--- src/rtl/decoder_onehot_scan.sv ---
// ---------------------------------------------------------------------------
// decoder_onehot_scan
//
// Registered binary-to-one-hot decoder with an auto-scan mode. In DIRECT mode
// a strobed code is decoded onto a one-hot output. In SCAN mode the active bit
// walks through the outputs. Each index is held for dwell+1 cycles.
//
// Parameters:
//   SEL_W     width of the binary code; out is 2**SEL_W bits wide
//   DWELL_W   width of the dwell input and the internal dwell counter
//   RST_CODE  index whose bit is active after reset (must be < 2**SEL_W)
//
// Ports:
//   sys_clk   system clock, rising edge
//   sys_rst   synchronous reset, active-high, highest priority
//   en        global enable; when low all state holds and out_upd is 0
//   mode      0 = DIRECT (decode in_code), 1 = SCAN (auto-step)
//   scan_dir  SCAN direction: 0 = index +1, 1 = index -1
//   in_valid  load strobe for in_code (honoured in both modes)
//   in_code   binary index to decode or load
//   dwell     SCAN mode: extra cycles each index is held before stepping
//   out       registered one-hot output, always 1 << out_idx
//   out_idx   binary index of the active bit in out
//   out_upd   high for one cycle after out/out_idx has been written
// ---------------------------------------------------------------------------
module decoder_onehot_scan #(
    parameter int SEL_W    = 3,
    parameter int DWELL_W  = 16,
    parameter int RST_CODE = 0
) (
    input  logic                    sys_clk,
    input  logic                    sys_rst,
    input  logic                    en,
    input  logic                    mode,
    input  logic                    scan_dir,
    input  logic                    in_valid,
    input  logic [SEL_W-1:0]        in_code,
    input  logic [DWELL_W-1:0]      dwell,
    output logic [(2**SEL_W)-1:0]   out,
    output logic [SEL_W-1:0]        out_idx,
    output logic                    out_upd
);

    localparam int                 OUT_W   = 2**SEL_W;
    localparam logic [SEL_W-1:0]   RST_IDX = SEL_W'(RST_CODE);

    logic [DWELL_W-1:0] cnt;
    logic [SEL_W-1:0]   step_idx;

    // Neighbouring index for the next scan step. The SEL_W-bit arithmetic
    // wraps naturally, so 2**SEL_W-1 + 1 gives 0 and 0 - 1 gives 2**SEL_W-1.
    always_comb begin
        step_idx = scan_dir ? (out_idx - SEL_W'(1)) : (out_idx + SEL_W'(1));
    end

    // Single state register. out and out_idx are always written together, so
    // the one-hot invariant holds on every cycle. A load strobe outranks a
    // scan step. The >= compare against the live dwell value makes a lowered
    // dwell step on the next edge, so the counter never has to wrap.
    always_ff @(posedge sys_clk) begin
        if (sys_rst) begin
            out_idx <= RST_IDX;
            out     <= OUT_W'(1) << RST_IDX;
            out_upd <= 1'b0;
            cnt     <= '0;
        end else if (!en) begin
            out_upd <= 1'b0;
        end else if (!mode) begin
            cnt <= '0;
            if (in_valid) begin
                out_idx <= in_code;
                out     <= OUT_W'(1) << in_code;
                out_upd <= 1'b1;
            end else begin
                out_upd <= 1'b0;
            end
        end else begin
            if (in_valid) begin
                out_idx <= in_code;
                out     <= OUT_W'(1) << in_code;
                out_upd <= 1'b1;
                cnt     <= '0;
            end else if (cnt >= dwell) begin
                out_idx <= step_idx;
                out     <= OUT_W'(1) << step_idx;
                out_upd <= 1'b1;
                cnt     <= '0;
            end else begin
                out_upd <= 1'b0;
                cnt     <= cnt + DWELL_W'(1);
            end
        end
    end

endmodule
--- config.mk ---
export PLATFORM = sky130hd
export DESIGN_NAME = decoder_onehot_scan
export DESIGN_NICKNAME = d
export VERILOG_FILES = /design/src/rtl/decoder_onehot_scan.sv
export SDC_FILE = /design/constraint.sdc
export NUM_CORES = 1
export LEC_CHECK = 0
export ABC_CLOCK_PERIOD_IN_PS = 7900
export CAP_MARGIN = 15
export CORE_MARGIN = 1.5
export CORE_UTILIZATION = 41
export DETAILED_ROUTE_END_ITERATION = 16
export PLACE_DENSITY = 0.61
export SLEW_MARGIN = 40
export SYNTH_ARGS = -nofsm -noshare
export SYNTH_HDL_FRONTEND = slang
export SYNTH_SLANG_ARGS = --single-unit
--- constraint.sdc ---
create_clock -name sys_clk -period 7.9 [get_ports sys_clk]
set_clock_uncertainty 0.2 [all_clocks]
set_input_delay 1.58 -clock sys_clk [delete_from_list [all_inputs] [get_ports sys_clk]]
set_output_delay 1.58 -clock sys_clk [all_outputs]
set_load 0.01 [all_outputs]
==> key figures <==
Timing
  • Final Hold Fails: 0
  • Final worst setup slack: 3.55 ns
  • Final min period: 4.35 ns
  • Slew HR: 0.478
  • Setup TNS: 0 ns
  • Final number of setup-violating endpoints: 0
  • Period utilisation layout: 0.551
  • Worst hold slack: 0.306 ns
  • RSZ-0062 raised after global routing: no
  • Worst Tran Pin Value: 0.780 ns
  • Final Max Tran Viols: 0
  • Fmax: 230 MHz

Worst hold path
  • Worst hold start: out[2]
  • Worst hold endpoint: out[2]
  • Hold Path Stages: 2
  • Type of the worst min-delay path: flip-flop to flip-flop

Critical path
  • Critical path required time: 7.91 ns
  • FF-to-FF setup slack: 4.85 ns
  • CP Class: input pin to flip-flop
  • FF-to-FF Start: cnt[0]
  • End of the worst register-to-register path: cnt[6]
  • Worst Reg-to-Reg Cells: 8
  • Startpoint types: input pin
  • Worst path arrival time: 4.36 ns
  • Critical path endpoint category: flip-flop
  • Max FO, Critical Path: 20

Logic synthesis
  • Largest family of logic cells by synthesized area: simple AND/OR/NAND/NOR gates
  • Post-synth top flop: dfxtp_1
  • Asr flop ratio synth: 0
  • Ys Warns: 0
  • Synth cell types: 51
  • Synth top area cells: dfxtp_1, ha_1, nand3_1, inv_1, a21oi_1
  • Synth area leader: dfxtp_1
  • Simple-gate portion of the synthesized area: 0.253
  • Syn Inst Count: 232
  • Post-Synth XOR/XNOR Area: 0.0312
  • Post-Synth Adder-Cell Area: 0.150
  • Register area share after synthesis: 0.285
  • Top cells by count, synth: dfxtp_1, ha_1, inv_1
  • Post-Syn Nets: 280
  • Post-synth EDFFs: 0
  • Syn_area_per_cell: 8.48 um^2
  • Syn Std Cell Area: 1970 um^2
  • Yosys reg bits: 28
  • Mux contribution to synthesized area: 0.0102
  • Compound-gate portion of the synthesized area: 0.200
  • Most frequent cell after synthesis: dfxtp_1
  • Synth top area share: 0.285

Clock tree
  • Clock Tree Buf Depth: 2
  • Hold Buf Count CTS: 0
  • CTS resizes: 0
  • Clock root buffer: clkbuf_8
  • Num CTS Buffers: 3
  • CTS Sinks: 28
  • CTS tree: built
  • Worst-skew pair later-pin latency: 0.27 ns
  • Post-CTS setup buffer count: 0
  • H-tree depth: 1
  • Clock slew at reported path FFs: 0.10 ns

Cells and area
  • Ant diodes: 0
  • P&R area growth vs syn: 21.9%
  • Layout Nets: 312
  • Area of the multi-input gates: 1270 um^2
  • Layout cells sized above 1: 0.0608
  • FILL cells: 460
  • Cell area after layout: 2400 um^2
  • Storage cell area: 561 um^2

Global routing
  • Vias in the first global route: 1490
  • Initial antenna violation count: 0
  • Largest net degree at the start of global routing: 22
  • Global Route Usage Sum: 0.168
  • First-pass GRT wire length: 7070 um
  • Congestion Overflow GR: 0

Floorplan
  • Num rows: 25
  • Die footprint: 5220 um^2
  • Die H: 72.3 um
  • Die width: 72.3 um
  • Core area: 4660 um^2
  • IO Pins: 37
  • Initial Util: 0.422

Power
  • Leakage: 0.956 nW
  • Power consumption: 0.298 mW
  • Cell Pwr Density: 124 nW/um^2
  • Max IR drop VDD: 0.0000715 V

Drt
  • Final wirelength: 4200 um
  • Drt pass-1 iters: 4
  • Post-route DRC violation count: 0
  • Mean routed wirelength per cell: 13.2 um
  • Antenna viol nets, final: 0
  • Iter 0 DRT Violations: 95
  • Vias: 1721
  • Vias per Instance: 5.43

Placed design
  • Gpl congestion: 0.777
  • Cell Area, Placed: 2340 um^2
  • Post-DP HPWL: 3200 um
  • # port buffers: 36
  • Pre-CTS setup slack: 3.27 ns

Run
  • Max-cap viol count: 0

Status
  • Status: completed
[through the flow]
step,util,cells
after floorplan,-,232
after global placement,0.501,313
after detailed placement,0.502,313
after CTS,0.514,317
after global routing,0.514,317
final,0.514,317
[area by class of cell]
class / instances / share of cell area
repair buffers: 36 / 0.150
clock buffers: 4 / 0.0230
well taps: 54 / 0.0282
inverters: 21 / 0.0329
flip-flops and latches: 28 / 0.234
multi-input cells: 174 / 0.532
[report_power, final]
part / leakage [nW] / internal [mW] / switching (mW)
clock: 0.0288 / 0.0447 / 0.0464
sequential: 0.227 / 0.145 / 0.00252
combinational: 0.700 / 0.0300 / 0.0295
[flip-flops by register name, indices dropped and copies added, names as in the netlist]
name	count
out	8
out_upd	1
cnt	16
out_idx	3
[cells in the final DEF (no fill, tap or decap), types with 4 or more instances in the layout]
cell type / instances
nand4_1: 7
a211oi_1: 4
o21ai_0: 8
clkdlybuf4s50_1: 36
dfxtp_1: 28
a21oi_1: 13
clkbuf_8: 4
nand2b_1: 7
nand3_1: 17
a31oi_1: 8
nor3_1: 5
nand2_1: 12
inv_1: 21
xnor2_1: 5
nor2_1: 17
a22o_1: 6
ha_1: 22
[how the worst max path moves through the flow]
stage / start / to / slack (ns) / cells after the start
after floorplan: dwell[9] / cnt[14] / 4.14 / 10
after global placement: dwell[9] / cnt[5] / 3.05 / 9
after detailed placement: dwell[9] / cnt[6] / 3.27 / 9
after CTS: dwell[9] / cnt[6] / 3.55 / 9
after global routing: dwell[9] / cnt[6] / 3.41 / 9
final: dwell[9] / cnt[6] / 3.55 / 9
[worst max-delay path: stages]
cell             delay (ns)
clkdlybuf4s50_1        0.45
inv_1                  0.04
ha_1                   0.33
a21o_1                 0.19
a221o_1                0.36
a2111o_1               0.47
nor3_4                 0.55
o21ai_0                0.20
a31oi_1                0.19
[routing by layer]
metal / track usage / wire length (um)
met5: 0 / 0
met4: 0.0314 / 27
met3: 0.0306 / 141
met2: 0.270 / 1880
met1: 0.238 / 2150
[cell families after synthesis]
family,Yosys count
compound gates,55
xor+xnor,7
fa+ha+maj,23
buf+inv,30
flops,28
mux,2
simple gates,87
Note: power is estimated with default switching activity, not from simulation.
